### src/rtl/axi4_lite_pkg.sv
// Shared AXI4-lite response codes and register index decode.
// Used by the CSR endpoint and its write-path submodule.
package axi4_lite_pkg;

  typedef enum logic [1:0] {
    OKAY   = 2'd0,
    EXOKAY = 2'd1,
    SLVERR = 2'd2,
    DECERR = 2'd3
  } resp_t;

  function automatic int unsigned reg_index(
    input logic [63:0] addr,
    input int unsigned l,
    input int unsigned n
  );
    logic [63:0] m;
    m = (64'd1 << l) - 64'd1;
    return 32'((addr & m) >> $clog2(n));
  endfunction

endpackage

### src/rtl/axi4_if.sv
// AXI4-lite subset bundle with master/slave modports.
// IDs ride along so the endpoint can echo them.
interface axi4_if #(
  parameter int A = 32,
  parameter int N = 4,
  parameter int I = 4
);
  logic [I-1:0]   awid;
  logic [A-1:0]   awaddr;
  logic           awvalid;
  logic           awready;
  logic [8*N-1:0] wdata;
  logic [N-1:0]   wstrb;
  logic           wvalid;
  logic           wready;
  logic [I-1:0]   bid;
  logic [1:0]     bresp;
  logic           buser;
  logic           bvalid;
  logic           bready;
  logic [I-1:0]   arid;
  logic [A-1:0]   araddr;
  logic           arvalid;
  logic           arready;
  logic [I-1:0]   rid;
  logic [8*N-1:0] rdata;
  logic [1:0]     rresp;
  logic           rlast;
  logic           ruser;
  logic           rvalid;
  logic           rready;

  modport slave (
    input  awid, awaddr, awvalid, wdata, wstrb, wvalid,
    input  bready, arid, araddr, arvalid, rready,
    output awready, wready, bid, bresp, buser, bvalid,
    output arready, rid, rdata, rresp, rlast, ruser, rvalid
  );

  modport master (
    output awid, awaddr, awvalid, wdata, wstrb, wvalid,
    output bready, arid, araddr, arvalid, rready,
    input  awready, wready, bid, bresp, buser, bvalid,
    input  arready, rid, rdata, rresp, rlast, ruser, rvalid
  );
endinterface

### src/rtl/axi4_lite_csr_wr.sv
// Write path of the CSR bank: AW/W pairing FSM, byte-strobe
// commit into the register array and the per-register write pulse.
module axi4_lite_csr_wr
  import axi4_lite_pkg::*;
#(
  parameter int A = 32,
  parameter int N = 4,
  parameter int I = 4,
  parameter int L = 8,
  parameter int R = 4,
  parameter logic [R-1:0] RO = '0
) (
  input  logic                   aclk,
  input  logic                   aresetn,
  input  logic                   awvalid,
  input  logic [A-1:0]           awaddr,
  input  logic [I-1:0]           awid,
  output logic                   awready,
  input  logic                   wvalid,
  input  logic [8*N-1:0]         wdata,
  input  logic [N-1:0]           wstrb,
  output logic                   wready,
  output logic                   bvalid,
  input  logic                   bready,
  output logic [I-1:0]           bid,
  output logic [1:0]             bresp,
  output logic [R-1:0][8*N-1:0]  reg_q,
  output logic [R-1:0]           wr_pulse
);

  localparam int IW = (R > 1) ? $clog2(R) : 1;

  typedef enum logic [1:0] {
    IDLE, HAVE_AW, HAVE_W, RESP
  } wr_state_t;

  wr_state_t state_q, state_d;
  logic [IW-1:0] idx_q, idx_d;
  logic err_q, err_d;
  logic [I-1:0] awid_q, awid_d;
  logic [8*N-1:0] wdata_q, wdata_d;
  logic [N-1:0] wstrb_q, wstrb_d;
  logic bvalid_q, bvalid_d;
  logic [I-1:0] bid_q, bid_d;
  resp_t bresp_q, bresp_d;
  logic [R-1:0][8*N-1:0] regs_q, regs_d;
  logic [R-1:0] pulse_q, pulse_d;

  function automatic logic idx_err(input int unsigned i);
    if (i >= R) return 1'b1;
    return RO[IW'(i)];
  endfunction

  int unsigned aw_i;
  logic aw_ok, w_ok, commit;
  logic [IW-1:0] cur_idx;
  logic cur_err;
  logic [I-1:0] cur_id;
  logic [8*N-1:0] cur_data;
  logic [N-1:0] cur_strb;

  assign awready = (state_q == IDLE) || (state_q == HAVE_W);
  assign wready  = (state_q == IDLE) || (state_q == HAVE_AW);
  assign aw_ok   = awvalid && awready;
  assign w_ok    = wvalid && wready;

  always_comb begin
    aw_i     = reg_index(64'(awaddr), L, N);
    cur_idx  = (state_q == HAVE_AW) ? idx_q : IW'(aw_i);
    cur_err  = (state_q == HAVE_AW) ? err_q : idx_err(aw_i);
    cur_id   = (state_q == HAVE_AW) ? awid_q : awid;
    cur_data = (state_q == HAVE_W) ? wdata_q : wdata;
    cur_strb = (state_q == HAVE_W) ? wstrb_q : wstrb;
    commit   = (state_q == IDLE && aw_ok && w_ok)
            || (state_q == HAVE_AW && w_ok)
            || (state_q == HAVE_W && aw_ok);
  end

  always_comb begin
    state_d  = state_q;
    idx_d    = idx_q;
    err_d    = err_q;
    awid_d   = awid_q;
    wdata_d  = wdata_q;
    wstrb_d  = wstrb_q;
    bvalid_d = bvalid_q;
    bid_d    = bid_q;
    bresp_d  = bresp_q;
    regs_d   = regs_q;
    pulse_d  = '0;
    unique case (state_q)
      IDLE: begin
        if (aw_ok && !w_ok) begin
          state_d = HAVE_AW;
          idx_d   = IW'(aw_i);
          err_d   = idx_err(aw_i);
          awid_d  = awid;
        end else if (w_ok && !aw_ok) begin
          state_d = HAVE_W;
          wdata_d = wdata;
          wstrb_d = wstrb;
        end
      end
      HAVE_AW, HAVE_W: ;
      RESP: begin
        if (bready) begin
          state_d  = IDLE;
          bvalid_d = 1'b0;
        end
      end
    endcase
    // Pairing completes: commit and raise the response together
    if (commit) begin
      state_d  = RESP;
      bvalid_d = 1'b1;
      bid_d    = cur_id;
      bresp_d  = cur_err ? SLVERR : OKAY;
      if (!cur_err) begin
        pulse_d[cur_idx] = 1'b1;
        for (int b = 0; b < N; b++) begin
          if (cur_strb[b]) regs_d[cur_idx][8*b+:8] = cur_data[8*b+:8];
        end
      end
    end
  end

  always_ff @(posedge aclk or negedge aresetn) begin
    if (!aresetn) begin
      state_q  <= IDLE;
      idx_q    <= '0;
      err_q    <= 1'b0;
      awid_q   <= '0;
      wdata_q  <= '0;
      wstrb_q  <= '0;
      bvalid_q <= 1'b0;
      bid_q    <= '0;
      bresp_q  <= OKAY;
      regs_q   <= '0;
      pulse_q  <= '0;
    end else begin
      state_q  <= state_d;
      idx_q    <= idx_d;
      err_q    <= err_d;
      awid_q   <= awid_d;
      wdata_q  <= wdata_d;
      wstrb_q  <= wstrb_d;
      bvalid_q <= bvalid_d;
      bid_q    <= bid_d;
      bresp_q  <= bresp_d;
      regs_q   <= regs_d;
      pulse_q  <= pulse_d;
    end
  end

  assign bvalid   = bvalid_q;
  assign bid      = bid_q;
  assign bresp    = bresp_q;
  assign reg_q    = regs_q;
  assign wr_pulse = pulse_q;

endmodule

### src/rtl/axi4_lite_csr.sv
// AXI4-lite control/status register bank behind one fanout leg.
// Read path lives here; the write path is in axi4_lite_csr_wr.
module axi4_lite_csr
  import axi4_lite_pkg::*;
#(
  parameter int A = 32,
  parameter int N = 4,
  parameter int I = 4,
  parameter int L = 8,
  parameter int R = 4,
  parameter logic [R-1:0] RO = '0
) (
  input  logic                  aclk,
  input  logic                  aresetn,
  axi4_if.slave                 axi4_s,
  output logic [R-1:0][8*N-1:0] reg_q,
  output logic [R-1:0]          wr_pulse,
  input  logic [R-1:0][8*N-1:0] status_d
);

  localparam int IW = (R > 1) ? $clog2(R) : 1;

  logic [1:0] bresp_w;

  axi4_lite_csr_wr #(
    .A(A), .N(N), .I(I), .L(L), .R(R), .RO(RO)
  ) u_wr (
    .aclk    (aclk),
    .aresetn (aresetn),
    .awvalid (axi4_s.awvalid),
    .awaddr  (axi4_s.awaddr),
    .awid    (axi4_s.awid),
    .awready (axi4_s.awready),
    .wvalid  (axi4_s.wvalid),
    .wdata   (axi4_s.wdata),
    .wstrb   (axi4_s.wstrb),
    .wready  (axi4_s.wready),
    .bvalid  (axi4_s.bvalid),
    .bready  (axi4_s.bready),
    .bid     (axi4_s.bid),
    .bresp   (bresp_w),
    .reg_q   (reg_q),
    .wr_pulse(wr_pulse)
  );

  assign axi4_s.bresp = bresp_w;
  assign axi4_s.buser = 1'b0;

  logic rvalid_q, rvalid_d;
  logic [I-1:0] rid_q, rid_d;
  logic [8*N-1:0] rdata_q, rdata_d;
  resp_t rresp_q, rresp_d;
  int unsigned ridx;
  logic [IW-1:0] ri;

  always_comb begin
    rvalid_d = rvalid_q;
    rid_d    = rid_q;
    rdata_d  = rdata_q;
    rresp_d  = rresp_q;
    ridx     = reg_index(64'(axi4_s.araddr), L, N);
    ri       = IW'(ridx);
    if (axi4_s.arvalid && !rvalid_q) begin
      rvalid_d = 1'b1;
      rid_d    = axi4_s.arid;
      if (ridx >= R) begin
        rdata_d = '0;
        rresp_d = SLVERR;
      end else begin
        rresp_d = OKAY;
        // Status is sampled live; a same-edge write is not yet visible
        rdata_d = RO[ri] ? status_d[ri] : reg_q[ri];
      end
    end else if (rvalid_q && axi4_s.rready) begin
      rvalid_d = 1'b0;
    end
  end

  always_ff @(posedge aclk or negedge aresetn) begin
    if (!aresetn) begin
      rvalid_q <= 1'b0;
      rid_q    <= '0;
      rdata_q  <= '0;
      rresp_q  <= OKAY;
    end else begin
      rvalid_q <= rvalid_d;
      rid_q    <= rid_d;
      rdata_q  <= rdata_d;
      rresp_q  <= rresp_d;
    end
  end

  assign axi4_s.arready = !rvalid_q;
  assign axi4_s.rvalid  = rvalid_q;
  assign axi4_s.rid     = rid_q;
  assign axi4_s.rdata   = rdata_q;
  assign axi4_s.rresp   = rresp_q;
  assign axi4_s.rlast   = 1'b1;
  assign axi4_s.ruser   = 1'b0;

endmodule

### src/flat_wrapper.sv
// flat-port wrapper written by rule: the top's interface ports become plain ports
module axi4_lite_csr_flat import axi4_lite_pkg::*;
#(
  parameter int A = 32,
  parameter int N = 4,
  parameter int I = 4,
  parameter int L = 8,
  parameter int R = 4,
  parameter logic [R-1:0] RO = '0
)
  (aclk, aresetn, reg_q, wr_pulse, status_d, axi4_s_awid, axi4_s_awaddr, axi4_s_awvalid, axi4_s_wdata, axi4_s_wstrb, axi4_s_wvalid, axi4_s_bready, axi4_s_arid, axi4_s_araddr, axi4_s_arvalid, axi4_s_rready, axi4_s_awready, axi4_s_wready, axi4_s_bid, axi4_s_bresp, axi4_s_buser, axi4_s_bvalid, axi4_s_arready, axi4_s_rid, axi4_s_rdata, axi4_s_rresp, axi4_s_rlast, axi4_s_ruser, axi4_s_rvalid);
  axi4_if #(.A(A), .N(N), .I(I)) axi4_s_i ();
  input  logic aclk;
  input  logic aresetn;
  output logic [R-1:0][8*N-1:0] reg_q;
  output logic [R-1:0] wr_pulse;
  input  logic [R-1:0][8*N-1:0] status_d;
  input wire logic [$bits(axi4_s_i.awid)-1:0] axi4_s_awid;
  input wire logic [$bits(axi4_s_i.awaddr)-1:0] axi4_s_awaddr;
  input wire logic [$bits(axi4_s_i.awvalid)-1:0] axi4_s_awvalid;
  input wire logic [$bits(axi4_s_i.wdata)-1:0] axi4_s_wdata;
  input wire logic [$bits(axi4_s_i.wstrb)-1:0] axi4_s_wstrb;
  input wire logic [$bits(axi4_s_i.wvalid)-1:0] axi4_s_wvalid;
  input wire logic [$bits(axi4_s_i.bready)-1:0] axi4_s_bready;
  input wire logic [$bits(axi4_s_i.arid)-1:0] axi4_s_arid;
  input wire logic [$bits(axi4_s_i.araddr)-1:0] axi4_s_araddr;
  input wire logic [$bits(axi4_s_i.arvalid)-1:0] axi4_s_arvalid;
  input wire logic [$bits(axi4_s_i.rready)-1:0] axi4_s_rready;
  output wire logic [$bits(axi4_s_i.awready)-1:0] axi4_s_awready;
  output wire logic [$bits(axi4_s_i.wready)-1:0] axi4_s_wready;
  output wire logic [$bits(axi4_s_i.bid)-1:0] axi4_s_bid;
  output wire logic [$bits(axi4_s_i.bresp)-1:0] axi4_s_bresp;
  output wire logic [$bits(axi4_s_i.buser)-1:0] axi4_s_buser;
  output wire logic [$bits(axi4_s_i.bvalid)-1:0] axi4_s_bvalid;
  output wire logic [$bits(axi4_s_i.arready)-1:0] axi4_s_arready;
  output wire logic [$bits(axi4_s_i.rid)-1:0] axi4_s_rid;
  output wire logic [$bits(axi4_s_i.rdata)-1:0] axi4_s_rdata;
  output wire logic [$bits(axi4_s_i.rresp)-1:0] axi4_s_rresp;
  output wire logic [$bits(axi4_s_i.rlast)-1:0] axi4_s_rlast;
  output wire logic [$bits(axi4_s_i.ruser)-1:0] axi4_s_ruser;
  output wire logic [$bits(axi4_s_i.rvalid)-1:0] axi4_s_rvalid;
  assign axi4_s_i.awid = axi4_s_awid;
  assign axi4_s_i.awaddr = axi4_s_awaddr;
  assign axi4_s_i.awvalid = axi4_s_awvalid;
  assign axi4_s_i.wdata = axi4_s_wdata;
  assign axi4_s_i.wstrb = axi4_s_wstrb;
  assign axi4_s_i.wvalid = axi4_s_wvalid;
  assign axi4_s_i.bready = axi4_s_bready;
  assign axi4_s_i.arid = axi4_s_arid;
  assign axi4_s_i.araddr = axi4_s_araddr;
  assign axi4_s_i.arvalid = axi4_s_arvalid;
  assign axi4_s_i.rready = axi4_s_rready;
  assign axi4_s_awready = axi4_s_i.awready;
  assign axi4_s_wready = axi4_s_i.wready;
  assign axi4_s_bid = axi4_s_i.bid;
  assign axi4_s_bresp = axi4_s_i.bresp;
  assign axi4_s_buser = axi4_s_i.buser;
  assign axi4_s_bvalid = axi4_s_i.bvalid;
  assign axi4_s_arready = axi4_s_i.arready;
  assign axi4_s_rid = axi4_s_i.rid;
  assign axi4_s_rdata = axi4_s_i.rdata;
  assign axi4_s_rresp = axi4_s_i.rresp;
  assign axi4_s_rlast = axi4_s_i.rlast;
  assign axi4_s_ruser = axi4_s_i.ruser;
  assign axi4_s_rvalid = axi4_s_i.rvalid;
  axi4_lite_csr #(.A(A), .N(N), .I(I), .L(L), .R(R), .RO(RO)) u_core (.aclk(aclk), .aresetn(aresetn), .axi4_s(axi4_s_i), .reg_q(reg_q), .wr_pulse(wr_pulse), .status_d(status_d));
endmodule
### config.mk
export PLATFORM = sky130hd
export DESIGN_NAME = axi4_lite_csr_flat
export DESIGN_NICKNAME = d
export VERILOG_FILES = /design/src/rtl/axi4_lite_pkg.sv /design/src/rtl/axi4_if.sv /design/src/rtl/axi4_lite_csr_wr.sv /design/src/rtl/axi4_lite_csr.sv /design/src/flat_wrapper.sv
export SDC_FILE = /design/constraint.sdc
export NUM_CORES = 1
export LEC_CHECK = 0
export CAP_MARGIN = 20
export CORE_AREA = 2 2 164 166
export CTS_CLUSTER_DIAMETER = 100
export CTS_CLUSTER_SIZE = 25
export DETAILED_ROUTE_END_ITERATION = 8
export DIE_AREA = 0 0 166 168
export GPL_ROUTABILITY_DRIVEN = 0
export GPL_TIMING_DRIVEN = 0
export MAX_ROUTING_LAYER = met4
export PLACE_DENSITY = 0.72
export SLEW_MARGIN = 0
export SYNTH_ARGS = -nofsm -noshare
export SYNTH_HDL_FRONTEND = slang
export SYNTH_SLANG_ARGS = --single-unit
export TNS_END_PERCENT = 1
### constraint.sdc
create_clock -name aclk -period 3.16 [get_ports aclk]
set_input_delay 0.948 -clock aclk [delete_from_list [all_inputs] [get_ports aclk]]
set_output_delay 0.948 -clock aclk [all_outputs]
set_load 0.005 [all_outputs]
==> results.py <==
metrics = {
    "floorplan": {
        "core.rowCount": 60,
        "die_h_um": 168,
        "core-area_sq_um": 26400,
        "die_area_sq_um": 27900,
        "start_util_pct": 36.7,
        "die_x_um": 166,
        "io_pins": 427,
    },
    "power": {
        "powerDensity_nw_per_um2": 803,
        "ir_worst_vdd_mv": 0.388,
        "p_leak_nw": 5.62,
    },
    "sta": {
        "worst_clock_skew_ns": 0.0168,
        "setup_slack_ns": 0.0378,
        "rsz0062_at_grt": "true",
        "relSlewSlack_pct": 40.4,
        "post-route-min-period_ns": 3.12,
        "finalSetupViolations": 0,
        "finalSetupTns_ns": 0,
        "finalHoldViolCount": 0,
        "fmax_ghz": 0.320,
        "drv_slew": 0,
        "tightest_slew_ns": 0.869,
        "holdWs_ns": 0.501,
        "period_share_pct": 98.8,
    },
    "clock_network": {
        "cts_root_buf": "clkbuf_16",
        "clock_sinks": 221,
        "clk_pin_slew_ns": 0.10,
        "cts_inserted_buffers": 12,
        "clockBufferDepth": 3,
        "clkLatencyLatePin_ns": 0.48,
        "cts_tree": "done",
        "h-tree-depth": 1,
    },
    "drt": {
        "viasPerCell": 5.07,
        "drc_errors": 0,
        "wl_per_cell_um": 21.3,
        "drt-pass1-iter-count": 5,
        "routed-via-count": 6137,
        "ant_nets": 0,
        "initialDrtViolationCount": 352,
        "drt_wl_total_mm": 25.8,
    },
    "synthesis": {
        "synth.distinct_cells": 32,
        "avgSynthCellArea_sq_um": 16.0,
        "ys_seq_elements": 221,
        "yosys_warnings": 0,
        "seq_area_frac_synth_pct": 57.2,
        "synthCells": 605,
        "syn_area_sq_um": 9660,
    },
    "placed_design": {
        "port_buffers": 240,
        "dp_cells": 1192,
        "dp_hpwl_mm": 18.4,
        "dpl_worst_slack_ns": -0.588,
    },
    "setup_path": {
        "reg2reg_to": "u_core.u_wr.reg_q[123]",
        "r2r_cells": 7,
        "crit_required_ns": 3.52,
        "r2r-start": "u_core.u_wr.state_q[0]",
        "crit_fanout": 8,
        "cp-end-kind": "flip-flop",
        "path_class": "input port to flip-flop",
        "worstPathArrival_ns": 3.48,
        "ff2ff_setup_slack_ns": 0.50,
        "crit_path_start_kind": "input port",
    },
    "global_routing": {
        "grt_pass1_wl_mm": 40.0,
        "grt_max_degree": 118,
        "grtUsageTotal_pct": 19.0,
        "overflow": 0,
        "antenna_found_initial": 1,
        "grt_pass1_vias": 6495,
    },
    "cells_and_area": {
        "synthToLayoutAreaGrowth_pct": 34.0,
        "fill_cells": 2312,
        "multi_input_area_sq_um": 3960,
        "drive_gt1_share_pct": 34.6,
        "final_cells": 1211,
        "register_area_sq_um": 5530,
        "nNetsFinal": 1113,
    },
    "status": {
        "outcome": "completed",
    },
    "min_path": {
        "hold_path_class": "flip-flop to flip-flop",
        "hold_depth": 1,
        "hp-start": "u_core.u_wr.bvalid",
        "min_delay_worst_endpoint": "u_core.u_wr.bvalid",
    },
    "run": {
        "max_cap_viol_count": 0,
    },
}
==> metal layers <==
metal	wire length (um)	track usage, %
met5	0	-
met4	303	3.71
met3	1370	3.83
met2	12300	30.2
met1	11800	25.7
==> cells by family (layout without fill, tap and decap cells) <==
| group | Yosys count | count (layout) | share of synthesized area, % |
|---|---|---|---|
| adder cells (fa/ha/maj) | 2 | 2 | 0.259 |
| buffers and inverters | 42 | 303 | 1.94 |
| AO/OA/AOI/OAI | 45 | 45 | 3.65 |
| flip-flops | 221 | 221 | 57.2 |
| other | 2 | 6 | 0.0777 |
| multiplexers | 253 | 253 | 33.2 |
| AND/OR/NAND/NOR | 40 | 40 | 3.64 |
==> layout make-up <==
cell class	count	area share [%]
clock buffers	15	2.73
well taps	341	3.30
plain buffers	31	1.16
inverters	11	0.319
multi-input cells	345	30.6
flip-flops and latches	221	42.7
repair buffers	246	19.2
diodes	1	0.0193
==> power breakdown <==
group / total, W / switching, W / internal [W]
registers: 0.00456 / 0.000720 / 0.00384
clock network: 0.00170 / 0.000905 / 0.000791
logic: 0.00413 / 0.00146 / 0.00267
total: 0.0104 / 0.00309 / 0.00730
==> placed cells by master (no fill, tap or decap) <==
master / netlist / routed
nor4b_2: 1 / 1
nor2b_1: 4 / 4
mux4_2: 32 / 32
clkbuf_16: 0 / 13
clkbuf_8: 0 / 2
buf_4: 7 / 10
clkbuf_1: 19 / 16
nor2_1: 8 / 8
buf_1: 2 / 2
nand4_4: 1 / 1
diode_2: 0 / 1
buf_2: 3 / 3
dfrtp_1: 221 / 221
mux2i_1: 11 / 11
buf_8: 0 / 2
a21oi_1: 7 / 7
mux2i_4: 1 / 1
inv_1: 11 / 11
and3_1: 1 / 1
or4_1: 1 / 1
buf_16: 0 / 1
ha_1: 2 / 2
clkbuf_2: 0 / 3
nor2_2: 1 / 1
o21ai_0: 3 / 3
clkdlybuf4s50_1: 0 / 239
conb_1: 2 / 5
buf_6: 0 / 1
a22o_1: 32 / 32
or2_2: 1 / 1
nand2b_1: 1 / 1
o22ai_1: 1 / 1
nand4_2: 4 / 4
nand3_1: 1 / 1
mux2_2: 209 / 209
or4_4: 1 / 1
nor2_4: 14 / 14
nand2_1: 1 / 1
a21o_1: 1 / 1
a21oi_2: 1 / 1
==> critical path: stages <==
cell and delay (ns):
clkdlybuf4s50_1 0.39, or4_4 0.55, mux2i_4 0.32, nand4_2 0.45
nor2_4 0.43, mux2_2 0.38
==> registers in the layout, summed over array words and instances, names as in the netlist <==
signal                count
u_core.u_wr.wdata_q      32
u_core.u_wr.state_q       2
u_core.axi4_s.rid         4
u_core.u_wr.idx_q         2
u_core.u_wr.wstrb_q       4
u_core.axi4_s.rresp       1
u_core.u_wr.wr_pulse      4
u_core.axi4_s.rdata      32
u_core.u_wr.reg_q       128
u_core.u_wr.err_q         1
u_core.axi4_s.rvalid      1
u_core.u_wr.bid           4
u_core.u_wr.awid_q        4
u_core.u_wr.bvalid        1
u_core.u_wr.bresp         1
==> synth_stat cells <==
master	instances	area, sq um
nor4b_2	1	15.0
or4_4	1	11.3
nor2_2	1	6.26
nor2_4	14	158
nand4_4	1	21.3
buf_4	7	52.6
mux4_2	32	721
o22ai_1	1	6.26
nand2b_1	1	6.26
buf_2	3	15.0
inv_1	11	41.3
nor2b_1	4	25.0
and3_1	1	6.26
nand4_2	4	50.1
nor2_1	8	30.0
mux2i_1	11	110
conb_1	2	7.51
clkbuf_1	19	71.3
or4_1	1	7.51
a21oi_1	7	35.0
nand2_1	1	3.75
or2_2	1	6.26
buf_1	2	7.51
mux2_2	209	2350
a21o_1	1	7.51
o21ai_0	3	15.0
ha_1	2	25.0
mux2i_4	1	22.5
nand3_1	1	5.00
a21oi_2	1	8.76
dfrtp_1	221	5530
a22o_1	32	280
==> worst max path at each step <==
stage | end | cells past startpoint | slack [ns] | from
6_report | u_core.u_wr.reg_q[123] | 6 | 0.04 | axi4_s_awaddr[7]
5_1_grt | u_core.u_wr.reg_q[124] | 6 | -0.06 | axi4_s_awaddr[7]
4_1_cts | u_core.u_wr.reg_q[52] | 6 | 0.006 | axi4_s_awaddr[7]
3_5_place_dp | u_core.u_wr.wdata_q[22] | 8 | -0.59 | axi4_s_wvalid
3_3_place_gp | u_core.axi4_s.rdata[24] | 1 | -8.40 | aresetn
2_1_floorplan | u_core.u_wr.reg_q[0] | 5 | 0.33 | axi4_s_awaddr[7]
==> what timing repair did <==
item	4_1_cts	5_1_grt
setup endpoints to repair	11	105
hold buffers	0	0
gates resized for setup	2	2
pin swaps	0	2
setup buffers	0	2
==> per-stage QoR <==
stage	instance area [sq um]	utilization, %	total power [W]
2_1_floorplan	9670	-	0.00647
3_3_place_gp	12500	47.4	0.00869
3_5_place_dp	12600	47.7	0.00879
4_1_cts	12900	49.0	0.0105
5_1_grt	12900	49.1	0.0110
6_report	12900	49.1	0.0104
No activity file was read; power rests on OpenSTA's default activity.
